## src/rtl/bus_arbiter_if.sv

```systemverilog
// Bus arbitration handshake bundle: per-master request/grant lines plus
// ownership status reported by the arbiter.
interface bus_arbiter_if #(
    parameter int MASTERS = 4
);
    localparam int ID_W = (MASTERS > 1) ? $clog2(MASTERS) : 1;

    logic [MASTERS-1:0] bus_req;
    logic [MASTERS-1:0] bus_grant;
    logic               bus_busy;
    logic [ID_W-1:0]    grant_id;
    logic               timeout_err;

    // Requester side: raises requests, observes grants.
    modport master (
        output bus_req,
        input  bus_grant,
        input  bus_busy,
        input  grant_id,
        input  timeout_err
    );

    // Arbiter side: samples requests, drives grants and status.
    modport slave (
        input  bus_req,
        output bus_grant,
        output bus_busy,
        output grant_id,
        output timeout_err
    );
endinterface

```

## src/rtl/bus_arbiter.sv

```systemverilog
// Round-robin, non-preemptive system bus arbiter with a mandatory one-cycle
// idle turnaround between owners so tri-state data drivers never overlap.
// Optional ownership limit is enabled by defining BUS_ARBITER_TIMEOUT_EN;
// without it a grant is held for as long as its request stays high and
// timeout_err is tied low.
//
// state      | meaning
// -----------+----------------------------------------------------------
// IDLE       | no owner, arbitrate every edge
// GRANT      | one master owns the bus until its request drops (or times out)
// TURNAROUND | one forced all-zero grant cycle, then arbitrate again
module bus_arbiter #(
    parameter int MASTERS        = 4,
    parameter int TIMEOUT_CYCLES = 256
) (
    input  logic          clk,
    input  logic          rst,
    bus_arbiter_if.slave  bus
);
    localparam int ID_W = (MASTERS > 1) ? $clog2(MASTERS) : 1;

    typedef enum logic [1:0] {
        IDLE       = 2'd0,
        GRANT      = 2'd1,
        TURNAROUND = 2'd2
    } state_t;

    state_t               state;
    logic [ID_W-1:0]      rr_ptr;

    logic [2*MASTERS-1:0] req_dbl;
    logic [MASTERS-1:0]   req_rot;
    logic                 win_found;
    logic [ID_W:0]        win_ofs;
    logic [ID_W:0]        win_sum;
    logic [ID_W-1:0]      win_idx;
    logic [ID_W:0]        nxt_sum;
    logic [ID_W-1:0]      next_ptr;
    logic                 owner_req;

`ifdef BUS_ARBITER_TIMEOUT_EN
    localparam int CNT_W = $clog2(TIMEOUT_CYCLES + 1);
    logic [CNT_W-1:0]     hold_cnt;
    logic                 timeout_hit;
    assign timeout_hit = (hold_cnt == CNT_W'(TIMEOUT_CYCLES - 1));
`else
    assign bus.timeout_err = 1'b0;
`endif

    // Grant is one-hot, so the owner's request is simply req masked by grant.
    assign owner_req = |(bus.bus_req & bus.bus_grant);

    // Rotate requests so rr_ptr sits at bit 0; lowest set bit is the winner.
    always_comb begin
        req_dbl   = {bus.bus_req, bus.bus_req};
        req_rot   = MASTERS'(req_dbl >> rr_ptr);
        win_found = 1'b0;
        win_ofs   = '0;
        for (int i = MASTERS - 1; i >= 0; i--) begin
            if (req_rot[i]) begin
                win_found = 1'b1;
                win_ofs   = (ID_W + 1)'(i);
            end
        end
        win_sum = {1'b0, rr_ptr} + win_ofs;
        if (win_sum >= (ID_W + 1)'(MASTERS)) begin
            win_sum = win_sum - (ID_W + 1)'(MASTERS);
        end
        win_idx = ID_W'(win_sum);
    end

    // Pointer value used after the current owner releases: owner + 1, wrapped.
    always_comb begin
        nxt_sum = {1'b0, bus.grant_id} + (ID_W + 1)'(1);
        if (nxt_sum >= (ID_W + 1)'(MASTERS)) begin
            nxt_sum = nxt_sum - (ID_W + 1)'(MASTERS);
        end
        next_ptr = ID_W'(nxt_sum);
    end

    // Arbitration FSM with all outputs registered.
    always_ff @(posedge clk) begin
        if (rst) begin
            state         <= IDLE;
            rr_ptr        <= '0;
            bus.bus_grant <= '0;
            bus.bus_busy  <= 1'b0;
            bus.grant_id  <= '0;
`ifdef BUS_ARBITER_TIMEOUT_EN
            hold_cnt        <= '0;
            bus.timeout_err <= 1'b0;
`endif
        end else begin
`ifdef BUS_ARBITER_TIMEOUT_EN
            bus.timeout_err <= 1'b0;
`endif
            case (state)
                IDLE, TURNAROUND: begin
                    if (win_found) begin
                        bus.bus_grant <= MASTERS'(1) << win_idx;
                        bus.bus_busy  <= 1'b1;
                        bus.grant_id  <= win_idx;
                        state         <= GRANT;
`ifdef BUS_ARBITER_TIMEOUT_EN
                        hold_cnt      <= '0;
`endif
                    end else begin
                        state <= IDLE;
                    end
                end
                GRANT: begin
                    if (!owner_req) begin
                        bus.bus_grant <= '0;
                        bus.bus_busy  <= 1'b0;
                        rr_ptr        <= next_ptr;
                        state         <= TURNAROUND;
`ifdef BUS_ARBITER_TIMEOUT_EN
                    end else if (timeout_hit) begin
                        bus.bus_grant   <= '0;
                        bus.bus_busy    <= 1'b0;
                        rr_ptr          <= next_ptr;
                        bus.timeout_err <= 1'b1;
                        state           <= TURNAROUND;
                    end else begin
                        hold_cnt <= hold_cnt + CNT_W'(1);
`endif
                    end
                end
                default: begin
                    bus.bus_grant <= '0;
                    bus.bus_busy  <= 1'b0;
                    state         <= IDLE;
                end
            endcase
        end
    end
endmodule

```

## src/flat_wrapper.sv

```systemverilog
// flat-port wrapper written by rule: the top's interface ports become plain ports
module bus_arbiter_flat 
#(
    parameter int MASTERS        = 4,
    parameter int TIMEOUT_CYCLES = 256
)
  (clk, rst, bus_bus_req, bus_bus_grant, bus_bus_busy, bus_grant_id, bus_timeout_err);
  bus_arbiter_if #(.MASTERS(MASTERS)) bus_i ();
  input  logic clk;
  input  logic rst;
  input wire logic [$bits(bus_i.bus_req)-1:0] bus_bus_req;
  output wire logic [$bits(bus_i.bus_grant)-1:0] bus_bus_grant;
  output wire logic [$bits(bus_i.bus_busy)-1:0] bus_bus_busy;
  output wire logic [$bits(bus_i.grant_id)-1:0] bus_grant_id;
  output wire logic [$bits(bus_i.timeout_err)-1:0] bus_timeout_err;
  assign bus_i.bus_req = bus_bus_req;
  assign bus_bus_grant = bus_i.bus_grant;
  assign bus_bus_busy = bus_i.bus_busy;
  assign bus_grant_id = bus_i.grant_id;
  assign bus_timeout_err = bus_i.timeout_err;
  bus_arbiter #(.MASTERS(MASTERS), .TIMEOUT_CYCLES(TIMEOUT_CYCLES)) u_core (.clk(clk), .rst(rst), .bus(bus_i));
endmodule
```

## config.mk

```make
export PLATFORM = sky130hd
export DESIGN_NAME = bus_arbiter_flat
export DESIGN_NICKNAME = d
export VERILOG_FILES = /design/src/rtl/bus_arbiter_if.sv /design/src/rtl/bus_arbiter.sv /design/src/flat_wrapper.sv
export SDC_FILE = /design/constraint.sdc
export NUM_CORES = 1
export LEC_CHECK = 0
export BUFFER_PORTS_ARGS = -buffer_cell sky130_fd_sc_hd__buf_4
export CORE_AREA = 2 2 39 41
export CTS_CLUSTER_SIZE = 8
export DETAILED_ROUTE_END_ITERATION = 16
export DIE_AREA = 0 0 41 43
export PLACE_DENSITY = 0.87
export SYNTH_ARGS = -nofsm -noshare
export SYNTH_HDL_FRONTEND = slang
export SYNTH_SLANG_ARGS = --single-unit
export TNS_END_PERCENT = 5
```

## constraint.sdc

```tcl
create_clock -name clk -period 3.2 [get_ports clk]
set_input_delay 0.16 -clock clk [delete_from_list [all_inputs] [get_ports clk]]
set_output_delay 0.16 -clock clk [all_outputs]
set_load 0.02 [all_outputs]
```

# ---- After elaboration in Yosys (flattened, before gate mapping)
# Index checks and enable logic that the tools add are counted.
dict set report totals {
  ff_bits 11
  inputBits 6
  ramBits 0
  n_memories 0
  rom_bits 0
  latch_bits 0
  output_inout_bits 8
}
dict set report op_classes {
  n_div 0
  shifts 2
  mux 19
  n_eq_ne 4
  bitwise 2
  magnitude_cmp 2
  add_sub_neg 4
  reduce_logical 6
  mul 0
}
# cell count
set ops {}
lappend ops {{two-way mux 2 bit} 7}
lappend ops {{two-way mux 4 bit} 2}
lappend ops {{case mux 4 bit (2 select lines)} 1}
lappend ops {{>> shifter 8 x 2 -> 4 bit} 1}
lappend ops {{two-way mux 1 bit} 7}
lappend ops {{>= comparator 3 bit (second input constant)} 2}
lappend ops {{AND reduction 2 bit} 3}
lappend ops {{bitwise AND 4 bit} 1}
lappend ops {{case mux 2 bit (2 select lines)} 1}
lappend ops {{OR reduction 4 bit} 1}
lappend ops {{left shift 1 x 2 -> 4 bit (first input constant)} 1}
lappend ops {{subtractor 2 x 1 -> 2 bit (second input constant)} 2}
lappend ops {{adder 2 x 1 -> 3 bit (second input constant)} 1}
lappend ops {{adder 2 x 2 -> 3 bit} 1}
lappend ops {{== test 2 x 1 -> 1 bit (second input constant)} 1}
lappend ops {{== test 2 bit (second input constant)} 1}
lappend ops {{zero test 2 bit} 1}
lappend ops {{!= test 2 x 1 -> 1 bit (second input constant)} 1}
lappend ops {{!= test 2 bit (second input constant)} 1}
lappend ops {{case mux 1 bit (2 select lines)} 1}
lappend ops {{OR reduction 2 bit} 1}
lappend ops {{NOT 1 bit} 1}

# ---- Depth between registers and ports, before layout
dict set report logic_depth {
  depth_word 11
  ltp_mapped 8
  mapped_depth_nobuf 8
}

# ---- Least setup slack after synthesis
# No wires, ideal clock.
dict set report synth_path {
  kind {reg2reg}
  startpoint {register u_core.rr_ptr[0]}
  endpoint {register u_core.bus.bus_grant[3]}
  stages_incl_launch_ff 8
  path_slack_ns 1.159
  arrival_ns 1.926
  period_less_slack_ns 2.041
  t_required_ns 3.086
  setup_time_ns 0.114
  cell_sequence {dfxtp_1 > buf_6 > or4_2 > o211ai_1 > ha_1 > xnor2_1 > xnor2_2 > a2bb2o_4}
}
dict set report synth_via {
  elab_chain_len 11
  elab_cells_between_ends 18
  classes_between {add/sub (2); order compare (1); eq/ne (1); shift (2); mux (11); reduce/logical (1)}
}
# item line
set synth_rtl {}
lappend synth_rtl {{start: declaration} bus_arbiter.sv:29} ;# logic [ID_W-1:0] rr_ptr;
lappend synth_rtl {{start signal: assignment} bus_arbiter.sv:115} ;# rr_ptr <= next_ptr;
lappend synth_rtl {{>> shifter 8 x 2 -> 4 bit} bus_arbiter.sv:56} ;# req_rot = MASTERS'(req_dbl >> rr_ptr);
lappend synth_rtl {{two-way mux 2 bit (4 in a row)} bus_arbiter.sv:60} ;# if (req_rot[i]) begin
lappend synth_rtl {{adder 2 x 2 -> 3 bit} bus_arbiter.sv:65} ;# win_sum = {1'b0, rr_ptr} + win_ofs;
lappend synth_rtl {{>= comparator 3 bit or subtractor 2 x 1 -> 2 bit (tied branches)} {bus_arbiter.sv:66, bus_arbiter.sv:67}}
lappend synth_rtl {{two-way mux 2 bit} bus_arbiter.sv:66} ;# if (win_sum >= (ID_W + 1)'(MASTERS)) begin
lappend synth_rtl {{left shift 1 x 2 -> 4 bit} bus_arbiter.sv:100} ;# bus.bus_grant <= MASTERS'(1) << win_idx;
lappend synth_rtl {{two-way mux 4 bit} bus_arbiter.sv:99} ;# if (win_found) begin
lappend synth_rtl {{case mux 4 bit (2 select lines)} bus_arbiter.sv:97} ;# case (state)
lappend synth_rtl {{end signal: assignment} bus_arbiter.sv:100}
lappend synth_rtl {{end: declaration} bus_arbiter_if.sv:26} ;# output bus_grant,
# Several ways; a longest one is shown, not always the timed one. The select of a mux whose other input is x is not followed.
# A chain may end at the register's enable or synchronous reset.

# ---- Worst setup path after layout
# Same ends and word-level chain as after synthesis.

==> summary.md <==
| Metric | Value |
|---|---|
| Yosys warns | `0` |
| GRT Total Usage | `around 17%` |
| Worst-path cell with the longest stage delay | `or4_2` |
| GP Congestion | `0.765` |
| Vias in the first global route | `between 500 and 600` |
| Crit. Startpoint | `u_core.rr_ptr[0]` |
| CP Data Required Time | `3360 ps` |
| Max Cap Viol | `0` |
| Area grow syn2layout | `13.2%` |
| Pin count of the biggest net entering global routing | `13` |
| Critical path launch point type | `flip-flop` |
| Period utilization | `approximately 68%` |
| Placed Cells | `100` |
| # setup viols final | `0` |
| Yosys cell types | `37` |
| Drt pass-1 iters | `3` |
| TNS Setup | `0 ps` |
| Critical-path cell list | `or4_2 > o211ai_1 > ha_1 > xnor2_1 > xnor2_2 > a2bb2o_4` |
| CP Class | `flip-flop to flip-flop` |
| H-tree levels | `1` |
| Leak pwr | `0.309 nW` |
| DRC viols | `0` |
| DR vias | `between 500 and 600` |
| HP Class | `input pin to flip-flop` |
| 1st-iter DRT viols | `4` |
| Worst Skew | `between 5 and 6 ps` |
| Layout cell share with drive strength beyond 1 | `between 30% and 40%` |
| Reg-to-reg startpoint | `u_core.rr_ptr[0]` |
| Pwr Density | `about 570 nW/um2` |
| Hold_buf cts | `0` |
| Final min period | `2190 ps` |
| Core area | `roughly 1400 um2` |
| Worst R2R Setup Slack | `about 1000 ps` |
| Worst setup EP type | `flip-flop` |
| Grt ovf | `0` |
| Post-layout net count | `between 90 and 100` |
| Drt wl/cell | `12.8 um` |
| Synth area leaders | `dfxtp_1 32%, nor2_1 7.6%, buf_6 4.9%, a21oi_1 4.4%, a2bb2o_4 2.9%` |
| TritonCTS clock tree | `yes` |
| Vias per Instance | `approximately 5.6` |
| Top-area cell type share of the netlist area | `a little under a third` |
| Row cnt | `14` |
| Initial core utilization | `49.8%` |
| Post-Syn Area | `just under 700 um2` |
| Post-Synthesis Net Count | `84` |
| Final WL | `1340 um` |
| Syn Inst Count | `77` |
| Remaining antenna violation count after routing | `0` |
| Final Slew Violations | `0` |
| Cts repair resizes | `0` |
| IO Port Bufs | `12` |
| Clock Latency Late Sink | `around 260 ps` |
| Seq/Total Area, Yosys | `a little under a third` |
| #FFs+latches synth | `11` |
| Status | `complete, no violations` |
| Final hold violation count | `0` |
| Die Height | `43 um` |
| Clk buf depth | `2` |
| Root buf cell | `clkbuf_4` |
| Unrepaired setup endpoints after global routing | `no` |
| Slowest Stage Delay on Critical Path | `roughly 690 ps` |
| Post-synth top area cell | `dfxtp_1` |
| Synthesized area per cell | `slightly below 9 um2` |
| Inserted Clock Buffers | `3` |
| Hold path startpoint | `rst` |
| Max Freq | `roughly 460 MHz` |
| Setup bufs post-CTS | `0` |
| I/O pin count | `14` |
| Die footprint | `between 1500 and 2000 um2` |
| CP arrival | `between 2000 and 2500 ps` |
| Detailed Place HPWL | `993 um` |
| CTS sink count | `11` |
| Die W | `between 40 and 50 um` |
| Global-route wire length before repair | `around 2000 um` |
| Max VDD drop | `about 0.40 mV` |
| Antenna Cells | `0` |
| Crit Path Max Fanout | `12` |
| Final std cells w/o fill | `104` |
| Initial antenna violation count | `0` |
| Clock Pin Slew Worst Setup and Hold Paths | `70 ps` |
## power breakdown
part	internal (mW)	switching, mW
Sequential	0.158	0.0264
Combinational	0.0796	0.0896
Clock	0.0481	0.0448
Total	0.286	0.161
## cells in the final DEF, fill, tap and decap left out, types with 2 or more instances in the layout
master / instances
a21oi_1: 6
a22oi_1: 2
buf_4: 12
clkbuf_4: 3
dfxtp_1: 11
nand2_1: 4
nand2b_2: 2
nor2_1: 14
nor2_2: 3
nor2b_1: 2
o211ai_1: 2
xnor2_1: 2
## through the flow
step	util, %	total power, mW	hold WS (ps)	setup WS (ps)	area (um2)
2_1_floorplan	-	0.314	442	1160	689
3_3_place_gp	54.5	0.351	429	1100	754
3_5_place_dp	54.5	0.357	438	1030	754
4_1_cts	56.4	0.451	153	1030	781
5_1_grt	56.4	0.472	167	931	781
6_report	56.4	0.447	162	1010	781
## sequential cells by signal, summed over array words and instances (netlist names)
signal / cells
u_core.bus.bus_busy: 1
u_core.bus.bus_grant: 4
u_core.state: 2
u_core.rr_ptr: 2
u_core.bus.grant_id: 2
## cell usage after synthesis, drive strengths merged
master   count
nor2        18
dfxtp       11
a21oi        7
buf          4
nand2        4
nand2b       3
xnor2        3
a22oi        2
nor2b        2
o211ai       2
o32ai        2
or4          2
a211oi       1
a221oi       1
a22o         1
a2bb2o       1
a32o         1
a32oi        1
clkbuf       1
conb         1
ha           1
inv          1
nand3        1
nand4b       1
nor3         1
o2bb2ai      1
o311a        1
or2          1
or3          1
## metal layers
metal	wire length, um	GRT usage (%)
met2	636	24.1
met4	0	4.67
met3	57	5.24
met1	641	22.8
met5	0	0
## critical path, delay by kind of cell, from the launching register on
| family | cells | cell delay (ps) |
|---|---|---|
| compound gates | 2 | 350 |
| xor+xnor | 2 | 440 |
| fa+ha+maj | 1 | 180 |
| flops | 1 | 430 |
| simple gates | 1 | 690 |
## cell type report
class,instances,area [um2]
repair buffers,12,90.1
inverters,1,3.75
fillers,125,603
well taps,16,20.0
clock buffers,4,26.3
multi-input cells,60,420
flip-flops and latches,11,220
## path summary, 6_finish.rpt
check	end	cells after the start
max	u_core.bus.bus_grant[3]	6
min	u_core.rr_ptr[0]	2
max reg2reg	u_core.bus.bus_grant[3]	6
min reg2reg	u_core.bus.bus_grant[2]	1
## kinds of logic (layout without fill, tap and decap cells)
group                    count (synthesis)  in the layout  synth area share [%]
AO/OA/AOI/OAI                           21             21                  26.9
XOR/XNOR                                 3              3                  4.90
adder cells (fa/ha/maj)                  1              1                  1.81
buffers and inverters                    6             17                  7.08
flip-flops                              11             11                  31.9
other                                    1              1                 0.544
AND/OR/NAND/NOR                         34             34                  26.9
No activity file was read; power rests on OpenSTA's default activity.
